**config.mk**
```make
export PLATFORM = sky130hd
export DESIGN_NAME = hex_step_scheduler
export DESIGN_NICKNAME = d
export VERILOG_FILES = /design/src/rtl/hex_step_scheduler.sv
export SDC_FILE = /design/constraint.sdc
export NUM_CORES = 1
export LEC_CHECK = 0
export ABC_AREA = 1
export BUFFER_PORTS_ARGS = -buffer_cell sky130_fd_sc_hd__buf_2
export CELL_PAD_IN_SITES_DETAIL_PLACEMENT = 0
export CELL_PAD_IN_SITES_GLOBAL_PLACEMENT = 1
export CORE_UTILIZATION = 34
export CTS_CLUSTER_SIZE = 24
export DETAILED_ROUTE_END_ITERATION = 16
export GPL_TIMING_DRIVEN = 0
export PLACE_DENSITY_LB_ADDON = 0.2
export SLEW_MARGIN = 10
export SYNTH_ARGS = -nofsm -noshare
export SYNTH_HDL_FRONTEND = slang
export SYNTH_SLANG_ARGS = --single-unit
```
**constraint.sdc**
```tcl
create_clock -name CLK -period 1.4 [get_ports CLK]
set_input_delay 0.21 -clock CLK [delete_from_list [all_inputs] [get_ports CLK]]
set_output_delay 0.21 -clock CLK [all_outputs]
set_load 0.005 [all_outputs]
```
**src/rtl/hex_step_scheduler.sv**
```systemverilog
// hex_step_scheduler
// Drives HEX0 through the five-position sequence 3-1-4-5-8. A step can come
// from the KEY button or from a free-running auto-advance timer. Each step
// moves a one-hot position register forward or backward, wrapping at both ends.
//
// Ports
//   CLK         system clock, rising edge
//   RST         asynchronous active-high reset
//   key_step    manual step request (level, asynchronous to CLK)
//   dir         0 = forward, 1 = backward; sampled in the step cycle
//   auto_en     enables the auto-advance timer (0 clears it)
//   hold        freezes the auto-advance timer; manual steps still accepted
//   state       one-hot display position, 5'b00001 = first digit
//   step_pulse  one cycle high when a new position first becomes visible
//   src         source of the most recent step (0 manual, 1 auto)
//   HEX0        active-high segment pattern, bit order gfedcba
//
// state  | meaning
// 00001  | digit "3"
// 00010  | digit "1"
// 00100  | digit "4"
// 01000  | digit "5"
// 10000  | digit "8"
// other  | illegal, forced to 00001 on the next edge without a step pulse
module hex_step_scheduler #(
    parameter int DIV_WIDTH = 26,
    parameter int DIV_MAX   = 49_999_999
) (
    input  logic       CLK,
    input  logic       RST,
    input  logic       key_step,
    input  logic       dir,
    input  logic       auto_en,
    input  logic       hold,
    output logic [4:0] state,
    output logic       step_pulse,
    output logic       src,
    output logic [6:0] HEX0
);

    localparam logic [DIV_WIDTH-1:0] CNT_MAX = DIV_WIDTH'(DIV_MAX);
    localparam logic [DIV_WIDTH-1:0] CNT_ONE = {{(DIV_WIDTH-1){1'b0}}, 1'b1};

    logic                 s1_q, s2_q, prev_q;
    logic [DIV_WIDTH-1:0] cnt_q, cnt_d;
    logic [4:0]           state_q, state_d;
    logic                 pulse_q, pulse_d;
    logic                 src_q, src_d;

    logic man_req;
    logic auto_req;
    logic step;
    logic legal;

    always_ff @(posedge CLK or posedge RST) begin
        if (RST) begin
            s1_q    <= 1'b0;
            s2_q    <= 1'b0;
            prev_q  <= 1'b0;
            cnt_q   <= '0;
            state_q <= 5'b00001;
            pulse_q <= 1'b0;
            src_q   <= 1'b0;
        end else begin
            s1_q    <= key_step;
            s2_q    <= s1_q;
            prev_q  <= s2_q;
            cnt_q   <= cnt_d;
            state_q <= state_d;
            pulse_q <= pulse_d;
            src_q   <= src_d;
        end
    end

    assign man_req  = s2_q & ~prev_q;
    assign auto_req = auto_en & ~hold & (cnt_q == CNT_MAX);
    assign step     = man_req | auto_req;

    // A manual step restarts the period so the next auto step is a full
    // period away; a coincident auto request is simply dropped.
    always_comb begin
        cnt_d = cnt_q;
        if (!auto_en) begin
            cnt_d = '0;
        end else if (man_req) begin
            cnt_d = '0;
        end else if (!hold) begin
            if (cnt_q == CNT_MAX) begin
                cnt_d = '0;
            end else begin
                cnt_d = cnt_q + CNT_ONE;
            end
        end
    end

    always_comb begin
        legal = 1'b0;
        case (state_q)
            5'b00001, 5'b00010, 5'b00100, 5'b01000, 5'b10000: legal = 1'b1;
            default: legal = 1'b0;
        endcase
    end

    // Rotation handles both wrap cases: 10000 -> 00001 forward and
    // 00001 -> 10000 backward.
    always_comb begin
        state_d = state_q;
        pulse_d = 1'b0;
        src_d   = src_q;
        if (!legal) begin
            state_d = 5'b00001;
        end else if (step) begin
            pulse_d = 1'b1;
            src_d   = ~man_req;
            if (dir) begin
                state_d = {state_q[0], state_q[4:1]};
            end else begin
                state_d = {state_q[3:0], state_q[4]};
            end
        end
    end

    always_comb begin
        HEX0 = 7'b0000000;
        case (state_q)
            5'b00001: HEX0 = 7'b1001111;
            5'b00010: HEX0 = 7'b0000110;
            5'b00100: HEX0 = 7'b1100110;
            5'b01000: HEX0 = 7'b1101101;
            5'b10000: HEX0 = 7'b1111111;
            default:  HEX0 = 7'b0000000;
        endcase
    end

    assign state      = state_q;
    assign step_pulse = pulse_q;
    assign src        = src_q;

endmodule

```
Word level (Yosys, flattened, before mapping)
Cells that the tools add are included.
{ "totals": {"word_cells": 36, "inputBits": 6, "out_inout_bits": 14, "register_bits": 36} }
{ "op_classes": {"bitwise": 7, "mux": 11, "addsub": 1, "reduce_logical": 2, "n_eq_ne": 8} }
{ "ops": {"columns": ["cell", "n"], "rows": [
  ["26-bit 2-to-1 mux", 4],
  ["7-bit case mux with 5 select lines", 1],
  ["26-bit by 1-bit adder with 26-bit output (second input constant)", 1],
  ["26-bit == test (second input constant)", 1],
  ["5-bit 2-to-1 mux", 3],
  ["5-bit by 1-bit == test with 1-bit output (second input constant)", 1],
  ["5-bit by 2-bit == test with 1-bit output (second input constant)", 1],
  ["5-bit by 3-bit == test with 1-bit output (second input constant)", 1],
  ["5-bit by 4-bit == test with 1-bit output (second input constant)", 1],
  ["5-bit == test (second input constant)", 1],
  ["5-bit OR reduction", 1],
  ["1-bit bitwise AND", 3],
  ["1-bit 2-to-1 mux", 3],
  ["3-bit by 2-bit != test with 1-bit output (second input constant)", 1],
  ["1-bit NOT", 3],
  ["2-bit != test (second input constant)", 1],
  ["2-bit AND reduction", 1],
  ["1-bit OR", 1]
]} }

Logic depth before layout (Yosys ltp)
Gate-level depths: netlist of run 1.
{ "logic_depth": {"word_depth": 6, "ltp_mapped": 11, "depth_no_buf": 10} }

Worst setup path before layout of run 1
No wires, ideal clock.
{ "synth_path": {"path_type": "flip-flop to flip-flop", "start": "reg cnt_q[0]", "end": "reg cnt_q[16]", "n_path_buf": 1, "path_stages_with_launch": 12, "t_arrival_ps": 1428, "setup_slack_ps": -145, "period_less_slack_ps": 1545, "setup_time_ps": 118, "required_ps": 1282, "path_cell_list": "dfrtp_1 > ha_1 > nand2_1 > nor2_1 > nand2_1 > nor2_1 > nand2_2 > nand2_4 > inv_2 > buf_6 > nand3_1 > nand2_1"} }
{ "synth_via": {"elab_chain_len": 5, "elab_cells_between_ends": 6, "classes_between": "add/sub (1); eq/ne (1); mux (4)"} }
{ "synth_lines": {"columns": ["item", "line", "source"], "rows": [
  ["start: declaration", "45", "logic [DIV_WIDTH-1:0] cnt_q, cnt_d;"],
  ["start signal: assignment", "68", "cnt_q <= cnt_d;"],
  ["26-bit by 1-bit adder with 26-bit output or 26-bit == test (tied branches)", "91, 88", null],
  ["26-bit 2-to-1 mux *", "88", "if (cnt_q == CNT_MAX) begin"],
  ["26-bit 2-to-1 mux *", "87", "end else if (!hold) begin"],
  ["26-bit 2-to-1 mux *", "85", "end else if (man_req) begin"],
  ["26-bit 2-to-1 mux *", "83", "if (!auto_en) begin"]
]} }
Every way passes the cells marked *; elsewhere a longest branch is shown, timed or not. The select of a mux whose other input is x is not followed.
A chain may end at the register's enable or synchronous reset.

Worst setup path after layout of run 1
{ "layout_path": {"start": "reg state_q[0], in the netlist state[0]", "end": "out HEX0[2]"} }
{ "layout_via": {"elab_chain_len": 2, "elab_cells_between_ends": 6, "classes_between": "eq/ne (5); mux (1)"} }
{ "layout_lines": {"columns": ["item", "line", "source"], "rows": [
  ["start: declaration", "46", "logic [4:0] state_q, state_d;"],
  ["start signal: assignment", "69", "state_q <= state_d;"],
  ["5-bit == test, or another cell as far along", "125", "case (state_q)"],
  ["7-bit case mux with 5 select lines *", "125", null],
  ["end: declaration", "38", "output logic [6:0] HEX0"]
]} }
Every way passes the cells marked *; elsewhere a longest branch is shown, timed or not.

==> summary.md, run 1 <==
| Metric | Value |
|---|---|
| Outcome | `finished with violations` |
| Failing checks | `negative setup slack` |
| Starting density of the core | `35.3%` |
| Core Box Area | `0.00635 mm2` |
| Max stage delay on crit path | `580 ps` |
| Clock Pin Slew Worst Setup and Hold Paths | `70 ps` |
| Arr. time, crit path | `approximately 1500 ps` |
| Hold EP | `s1_q` |
| Root buffer cell | `clkbuf_8` |
| Largest net degree at the start of global routing | `24` |
| Layout area overhead | `48.0%` |
| Via Count | `2,313` |
| Chip Width | `approximately 83 um` |
| GPL Wtd Cong | `0.772` |
| Synth Net Count | `327` |
| Setup WS post-layout | `-341 ps` |
| Hold_sp | `key_step` |
| Initial antenna violation count | `0` |
| Cell variety after synth | `28` |
| Net Sw Frac | `32.5%` |
| Routed WL | `6.31 mm` |
| Primary FF master, synth | `dfrtp_1` |
| Critical Path Most Common Cell | `buf_6` |
| Critical path class | `register to primary output` |
| Clock Tree Buf Depth | `2` |
| Net switching power | `1.02 mW` |
| Layout net count | `just under 400` |
| R2R Setup Slk | `-200 ps` |
| Post-Syn Instances | `320` |
| Setup crit start kind | `register` |
| Floorplan row count | `29` |
| Drt pass-1 iters | `4` |
| First-pass GRT wire length | `10.3 mm` |
| Leakage | `roughly 1.5 nW` |
| Avg Inst Size Synth | `7.01 um2` |
| I/O pin cnt | `20` |
| Crit-path max FO | `5` |
| Worst R2R Start | `cnt_q[1]` |
| Gr usage total | `18.7%` |
| Total CTS buffers | `5` |
| FILL cells | `just over 600` |
| Fmax | `between 500 and 600 MHz` |
| Crit. End Element | `primary output` |
| Logic pwr share | `a little under two fifths` |
| FF-to-FF End | `cnt_q[1]` |
| Final-report max-slew violation count | `0` |
| DR DRC count | `0` |
| Fin crit share | `124%` |
| PD cells | `942 mW/mm2` |
| DR vias/cell | `around 4.9` |
| Count of state elements after synthesis | `36` |
| Period minus WS final | `between 1500 and 2000 ps` |
| Vias in the first global route | `2,090` |
| Slew HR | `72.3%` |
| Post-synthesis sequential area ratio | `40.2%` |
| Final setup violation count | `39` |
| Die Height | `83.3 um` |
| Cell area after synthesis | `0.00224 mm2` |
| Initial DRC count | `a little under 90` |
| Req. time, crit path | `1190 ps` |
| Commonest cells after routing, fill and taps aside | `94 x nand2_1, 31 x buf_4, 30 x inv_1, 25 x dfrtp_1, 21 x nor2_1` |
| Sequential fraction of design power | `~38%` |
| VDD IR max | `0.771 mV` |
| Async set-reset flop share out of synthesis | `100%` |
| RSZ-0062 raised after global routing | `true` |
| Worst R2R Path Depth | `12` |
| Mean routed wirelength per cell | `13.5 um` |
| Clk network pwr share | `25.2%` |
| Most common cell after layout, fill and taps aside | `nand2_1` |
| DRT antenna net count | `0` |
| Delay-heaviest family, CP | `flip-flops` |
| N_diodes | `0` |
| Post-DP HPWL | `4.10 mm` |
| Critical-path top delay cell | `dfstp_2` |
| CP Buf/Inv Count | `3` |
| Final Hold Viols | `0` |
| Slew @ Worst Pin | `412 ps` |
| Skew final | `between 6 and 7 ps` |
| TritonCTS clock tree | `done` |
| Post-layout util | `roughly 52%` |
| Port buffer count | `18` |
| CTS H-tree lvls | `2` |
| Share of cells above drive strength 1 | `41.7%` |
| Min-Delay Path Class | `input port to register` |
| Post-synth EDFFs | `0` |
| Total negative slack | `-6910 ps` |
| Ys Warns | `0` |
| Int Pwr | `2.11 mW` |
| Clk sinks | `36` |
| Hold Path Stages | `1` |
| Worst path cell trace | `inv_2 -> nand2_2 -> nor2_4 -> o21ai_2 -> nand4_1 -> buf_6 -> buf_6` |
| Max-cap violations | `0` |
| Grt total ovfl | `0` |
| Skew-Pair Late Insertion Delay | `300 ps` |
| Die area | `0.00693 mm2` |
-- logic make-up (layout without fill, tap and decap cells) --
logic type	Yosys count	after routing	share of synthesized area, %
adder cells (fa/ha/maj)	1	1	0.557
flip-flops	36	36	40.2
XOR/XNOR	8	8	3.12
AO/OA/AOI/OAI	22	22	5.52
buffers and inverters	46	117	8.42
AND/OR/NAND/NOR	207	207	42.2
-- layout make-up --
type	instances	area (um2)	area share, %
inverter	40	158	4.75
clock buffer	8	90.1	2.71
sequential	36	915	27.5
tap	77	96.3	2.90
buffer	6	61.3	1.85
timing repair buffer	63	542	16.3
multi-input combinational	238	1460	44.0
-- Yosys cell counts, types with 2 or more instances --
| library cell | number | area, um2 |
|---|---|---|
| nor3_1 | 6 | 30.0 |
| o22ai_1 | 9 | 56.3 |
| dfrtp_1 | 35 | 876 |
| nand3_1 | 29 | 145 |
| nand2_4 | 2 | 22.5 |
| nand2_1 | 104 | 390 |
| xor2_1 | 7 | 61.3 |
| nand2_2 | 5 | 31.3 |
| o21ai_0 | 11 | 55.1 |
| buf_4 | 2 | 15.0 |
| nand3_2 | 5 | 50.1 |
| nor2_2 | 4 | 25.0 |
| inv_1 | 38 | 143 |
| nand4_1 | 16 | 100 |
| inv_2 | 2 | 7.51 |
| nor2_1 | 33 | 124 |
-- timing repair --
item / in CTS / in global routing
pin swaps: 25 / 21
setup endpoints to repair: 40 / 40
cloned: 2 / 0
setup buffers: 24 / 20
gates resized for setup: 76 / 24
hold endpoints to repair: 13 / 0
hold buffers: 1 / 0
-- state kept, by name, summed over array words and instances, names as in the netlist --
register,count
state,5
cnt_q,26
prev_q,1
s2_q,1
s1_q,1
step_pulse,1
src,1
-- metrics by stage --
stage               hold WS [ps]  worst slack [ps]  area, um2  instances  total power, mW
floorplan                    241             -99.0       2280        320             1.65
global placement             318              -495       2470        415             1.90
detailed placement           196              -519       2490        416             1.92
CTS                         8.94              -372       3090        449             3.01
global route                13.1              -431       3320        468             3.30
finish                      13.9              -341       3320        468             3.13
-- worst max path at each step --
stage / start / end / slack, ps / cells past startpoint
finish: state[0] / HEX0[2] / -340 / 7
detailed placement: s2_q / cnt_q[21] / -520 / 6
CTS: state[0] / HEX0[2] / -370 / 7
global route: state[0] / HEX0[2] / -430 / 7
floorplan: cnt_q[0] / cnt_q[22] / -100 / 11
global placement: s2_q / cnt_q[14] / -490 / 6
-- metal layers --
layer  track usage (%)  wire length [um]  share of wire [%]
met5                 0                 0                  0
met4              5.96                75                1.2
met3              3.28               176                2.8
met2              30.6              3040                 48
met1              25.2              3020                 48
-- power by group through the flow --
| stage | Sequential, mW | Clock, mW | Combinational [mW] |
|---|---|---|---|
| finish | 1.18 | 0.789 | 1.16 |
| global route | 1.19 | 0.852 | 1.26 |
| detailed placement | 1.20 | 0 | 0.721 |
| CTS | 1.18 | 0.824 | 1.01 |
| floorplan | 1.19 | 0 | 0.466 |
| global placement | 1.19 | 0 | 0.709 |
Power figures use the tool's default switching activity.
==> run 2, diff against run 1 <==
--- a/config.mk
+++ b/config.mk
@@ -9,6 +9,7 @@
 export BUFFER_PORTS_ARGS = -buffer_cell sky130_fd_sc_hd__buf_2
 export CELL_PAD_IN_SITES_DETAIL_PLACEMENT = 0
 export CELL_PAD_IN_SITES_GLOBAL_PLACEMENT = 1
+export CORE_ASPECT_RATIO = 1.75
 export CORE_UTILIZATION = 34
 export CTS_CLUSTER_SIZE = 24
 export DETAILED_ROUTE_END_ITERATION = 16
==> run 2 against run 1 <==
Against the previous run: the run still ends with negative setup slack left; non-clock buffer count shrank 5; via count grew 2.0%; maximum frequency shrank 1.9%; critical path type unchanged; count of clock-buffer cells in the layout shrank 1; cell count shrank 0.43%; first-iteration DRC count shrank 15%.
==> summary.md, run 2 (synthesis gave the netlist of run 1 again) <==
| Metric | Value |
|---|---|
| Outcome | `finished with violations` |
| Failing checks | `negative setup slack` |
| Final setup violation count | `39` |
| R2R Setup Slk | `-230 ps` |
| Initial DRC count | `between 70 and 80` |
| Gr usage total | `a little over a fifth` |
| Chip Width | `63.4 um` |
| GPL Wtd Cong | `0.868` |
| Vias in the first global route | `2,442` |
| Port buffer count | `18` |
| I/O pin cnt | `20` |
| Setup crit start kind | `register` |
| Layout area overhead | `45.9%` |
| Clock Pin Slew Worst Setup and Hold Paths | `approximately 80 ps` |
| Critical path startpoint | `state[0]` |
| Total power | `3.07 mW` |
| Skew final | `7.66 ps` |
| Mean routed wirelength per cell | `14.9 um` |
| Crit path to | `HEX0[2]` |
| Fmax | `563 MHz` |
| Fin crit share | `127%` |
| PD cells | `936 mW/mm2` |
| Largest net degree at the start of global routing | `35` |
| Floorplan row count | `38` |
| Non-Filler Instances | `466` |
| Max-cap violations | `0` |
| Most common cell after layout, fill and taps aside | `nand2_1` |
| Skew-Pair Late Insertion Delay | `300 ps` |
| Placed Cells incl. Taps | `around 420` |
| Routed WL | `6.95 mm` |
| Crit-path max FO | `4` |
| Grt total ovfl | `0` |
| Clk sinks | `36` |
| N_diodes | `0` |
| Final Hold Viols | `0` |
| Share of cells above drive strength 1 | `40.4%` |
| Max stage delay on crit path | `just under 600 ps` |
| Crit. End Element | `primary output` |
| Critical-path top delay cell | `dfstp_2` |
| Period minus WS final | `1780 ps` |
| VDD IR max | `0.362 mV` |
| Die Height | `around 110 um` |
| Die area | `0.00694 mm2` |
| Layout net count | `392` |
| Starting density of the core | `35.8%` |
| DR DRC count | `0` |
| Largest register by flop count | `cnt_q` |
| DRT antenna net count | `0` |
| Min-Delay Path Class | `input port to register` |
| Drt pass-1 iters | `4` |
| TritonCTS clock tree | `done` |
| Commonest cells after routing, fill and taps aside | `95 x nand2_1, 31 x inv_1, 27 x buf_4, 26 x dfrtp_1, 18 x nor2_1` |
| DR vias/cell | `approximately 5` |
| Worst R2R Path Depth | `12` |
| FF-to-FF End | `cnt_q[25]` |
| Largest register FFs | `26` |
| Req. time, crit path | `1190 ps` |
| Via Count | `around 2,400` |
| Total CTS buffers | `5` |
| Post-DP HPWL | `about 4.6 mm` |
| Critical path class | `register to primary output` |
| Critical Path Most Common Cell | `buf_6` |
| Initial antenna violation count | `0` |
| Worst path cell trace | `inv_2 -> nand2_2 -> nor2_4 -> o21ai_4 -> nand4_1 -> buf_6 -> buf_6` |
| RSZ-0062 raised after global routing | `true` |
| Leakage | `1.46 nW` |
| First-pass GRT wire length | `11.4 mm` |
| CTS H-tree lvls | `2` |
| Setup WS post-layout | `-375 ps` |
| Final-report max-slew violation count | `0` |
| Core Box Area | `~0.0063 mm2` |
| Worst R2R Start | `cnt_q[0]` |
| Slew @ Worst Pin | `slightly above 500 ps` |
| Slew HR | `66.2%` |
| Arr. time, crit path | `1570 ps` |
| Clock Tree Buf Depth | `2` |
| Root buffer cell | `clkbuf_8` |
-- run 2: changes by cell type in the layout (fill, tap and decap cells not counted), sizes merged --
| cell | before | now |
|---|---|---|
| clkinv | 0 | 1 |
| buf | 67 | 62 |
| clkbuf | 9 | 8 |
-- run 2: worst min-delay path by stage --
stage | startpoint | end | slack [ps] | depth (start not counted)
6_report | key_step | s1_q | 20 | 1
5_1_grt | key_step | s1_q | 8 | 1
4_1_cts | key_step | s1_q | 10 | 1
3_5_place_dp | RST | state[2] | 80 | 2
3_3_place_gp | key_step | s1_q | 320 | 1
2_1_floorplan | key_step | s1_q | 240 | 0
-- run 2: area by class of cell --
type | count | area (um2)
Buffer | 5 | 42.5
Timing Repair Buffer | 59 | 505
Tap cell | 80 | 100
Inverter | 40 | 158
Fill cell | 655 | 3000
Multi-Input combinational cell | 238 | 1480
Sequential cell | 36 | 913
Clock inverter | 1 | 5.00
Clock buffer | 7 | 76.3
-- run 2: metrics by stage --
| stage | util (%) | setup TNS (ps) | setup slack, ps | hold WS (ps) | area [um2] |
|---|---|---|---|---|---|
| after global routing | 52.2 | -10920 | -457 | 8.24 | 3280 |
| final | 52.2 | -7540 | -375 | 15.6 | 3280 |
| after CTS | 49.3 | -8990 | -379 | 11.6 | 3100 |
| after global placement | 39.4 | -21550 | -489 | 319 | 2470 |
| after detailed placement | 39.7 | -13840 | -490 | 77.3 | 2490 |
| after floorplan | - | -1720 | -99.0 | 241 | 2280 |
-- run 2: power breakdown --
group	total (mW)	internal (mW)	leakage [nW]	switching, mW
combinational	1.14	0.567	0.942	0.574
sequential	1.17	1.11	0.474	0.0654
clock	0.751	0.350	0.0422	0.402
total	3.07	2.03	1.46	1.04
-- run 2: per-layer routing --
layer / share of wire [%] / wire length, um / global-route usage, %
met1: 38 / 2620 / 20.6
met2: 57 / 3980 / 43.8
met3: 1.9 / 130 / 3.22
met4: 3.2 / 219 / 12.0
met5: 0 / 0 / 0
-- run 2: what timing repair did --
item,4_1_cts,5_1_grt
setup endpoints to repair,40,40
pin swaps,17,23
endpoints found under the hold margin,35,0
hold buffers,1,0
cloned,2,0
setup buffers,28,13
resized for setup,64,38
-- run 2: worst max-delay path, delay by kind of cell (launching register included) --
family	cells	cell delay, ps
flops	1	580
buf+inv	3	330
simple gates	3	280
compound gates	1	70
==> run 3, diff against run 2 <==
--- a/config.mk
+++ b/config.mk
@@ -7,7 +7,7 @@
 export LEC_CHECK = 0
 export ABC_AREA = 1
 export BUFFER_PORTS_ARGS = -buffer_cell sky130_fd_sc_hd__buf_2
-export CELL_PAD_IN_SITES_DETAIL_PLACEMENT = 0
+export CELL_PAD_IN_SITES_DETAIL_PLACEMENT = 1
 export CELL_PAD_IN_SITES_GLOBAL_PLACEMENT = 1
 export CORE_ASPECT_RATIO = 1.75
 export CORE_UTILIZATION = 34
==> run 3 against run 2 <==
Against the previous run: the flow still finishes with violations (negative setup slack); register-to-register slack lost 20 ps; clock skew grew 2.9 ps; utilization grew 0.80 points; cell count grew 0.64%; global-route usage grew 2.9 points; combinational power grew 4%; critical endpoint unchanged; largest cell class unchanged.
==> summary.md, run 3 (synthesis gave the netlist of run 1 again) <==
| Metric | Value |
|---|---|
| Clock Tree Buf Depth | `2` |
| Critical-path top delay cell | `dfstp_2` |
| N_diodes | `0` |
| Pre-CTS WS | `-548 ps` |
| Met2 WL post-DR | `around 4.6 mm` |
| Critical Path Most Common Cell | `buf_6` |
| Post-Place Cell Area | `0.00249 mm2` |
| Floorplan row count | `38` |
| Metal3 WL | `163 um` |
| Leakage | `1.50 nW` |
| Outcome | `finished with violations` |
| Clk sinks | `36` |
| CTS H-tree lvls | `2` |
| DR vias/cell | `around 5.2` |
| Post-DP HPWL | `5.07 mm` |
| TritonCTS clock tree | `done` |
| First-pass GRT wire length | `12.9 mm` |
| Max-cap violations | `0` |
| Hold Path Stages | `1` |
| RSZ-0062 raised after global routing | `true` |
| Final setup violation count | `39` |
| I/O pin cnt | `20` |
| Setup crit start kind | `register` |
| Final-report max-slew violation count | `0` |
| Area of the multi-input gates | `0.00147 mm2` |
| Chip Width | `63.4 um` |
| Slew @ Worst Pin | `around 500 ps` |
| Vias in the first global route | `2,606` |
| Crit-path max FO | `4` |
| Met1 Routed Length | `2.80 mm` |
| Critical path class | `register to primary output` |
| Fmax | `~560 MHz` |
| VDD IR max | `0.490 mV` |
| Max stage delay on crit path | `580 ps` |
| Req. time, crit path | `approximately 1200 ps` |
| CP Buf/Inv Count | `3` |
| Design area | `0.00333 mm2` |
| Largest register FFs | `26` |
| DRT antenna net count | `0` |
| Delay-heaviest family, CP | `flip-flops` |
| Root buffer cell | `clkbuf_8` |
| Clock Pin Slew Worst Setup and Hold Paths | `roughly 80 ps` |
| PD cells | `991 mW/mm2` |
| Setup WS post-layout | `-401 ps` |
| Largest net degree at the start of global routing | `35` |
| Crit path depth | `7` |
| Slew HR | `66.3%` |
| Fin crit share | `129%` |
| Period minus WS final | `~1800 ps` |
| Arr. time, crit path | `about 1600 ps` |
| Skew-Pair Late Insertion Delay | `300 ps` |
| Share of cells above drive strength 1 | `43.2%` |
| Starting density of the core | `35.8%` |
| Crit. End Element | `primary output` |
| Layout area overhead | `48.2%` |
| Min-Delay Path Class | `input port to register` |
| Skew final | `10.5 ps` |
| Port buffer count | `18` |
| Die Height | `109 um` |
| Layout net count | `about 400` |
| Core Box Area | `0.00628 mm2` |
| Final Hold Viols | `0` |
| Initial DRC count | `86` |
| Top Metal Used | `met4` |
| Largest register by flop count | `cnt_q` |
| Total CTS buffers | `5` |
| Failing checks | `negative setup slack` |
| Mean routed wirelength per cell | `about 17 um` |
| Grt total ovfl | `0` |
| Worst path cell trace | `inv_2 -> nand2_2 -> nor2_4 -> o21ai_2 -> nand4_1 -> buf_6 -> buf_6` |
| Most common cell after layout, fill and taps aside | `nand2_1` |
| Worst R2R Path Depth | `12` |
| Commonest cells after routing, fill and taps aside | `94 x nand2_1, 31 x buf_4, 26 x inv_1, 23 x dfrtp_1, 19 x nor2_1` |
| Drt pass-1 iters | `4` |
| FILL cells | `787` |
| Seq. cell area | `approximately 920 um2` |
| Via Count | `about 2,400` |
| GPL Wtd Cong | `0.868` |
| Initial antenna violation count | `0` |
| Total power | `3.30 mW` |
| Gr usage total | `24.8%` |
| DR DRC count | `0` |
| Routed WL | `7.94 mm` |
| Die area | `0.00694 mm2` |
==> run 3: cell type report <==
| type | count | share of cell area [%] |
|---|---|---|
| Sequential cell | 36 | 27.6 |
| Buffer | 6 | 1.73 |
| Multi-Input combinational cell | 238 | 44.1 |
| Tap cell | 80 | 3.01 |
| Clock inverter | 2 | 1.05 |
| Timing Repair Buffer | 61 | 15.5 |
| Clock buffer | 6 | 2.18 |
| Inverter | 40 | 4.82 |
==> run 3: stage by stage <==
step	hold WS, ps	std cells	TNS (ps)	utilization [%]
floorplan	241	320	-1720	-
global placement	319	418	-21550	39.4
detailed placement	78.5	419	-14720	39.7
CTS	14.2	458	-8920	50.0
global route	4.09	469	-10920	53.0
finish	17.4	469	-8400	53.0
==> run 3: metal layers <==
layer	global-route usage [%]	vias to the layer above
li1	-	1170
met1	24.1	1201
met2	49.0	44
met3	3.42	21
met4	13.6	0
met5	0	-
==> run 3: final timing paths <==
kind | slack (ps) | startpoint | endpoint
max | -400 | state[0] | HEX0[2]
max in group asynchronous | 610 | RST | state[0]
min reg2reg | 350 | s1_q | s2_q
min | 20 | key_step | s1_q
min in group asynchronous | 330 | RST | state[2]
max reg2reg | -250 | cnt_q[0] | cnt_q[18]
==> run 3: power breakdown <==
part / switching (mW) / leakage (nW) / internal [mW]
logic: 0.607 / 0.979 / 0.569
clock network: 0.416 / 0.0552 / 0.529
registers: 0.0652 / 0.469 / 1.11
total: 1.09 / 1.50 / 2.21
==> run 3: what timing repair did <==
action	4_1_cts	5_1_grt
setup endpoints to repair	40	40
resized for setup	67	40
endpoints found under the hold margin	35	0
cloned	2	0
buffers inserted	28	12
pin swaps	25	22
hold buffers	1	0
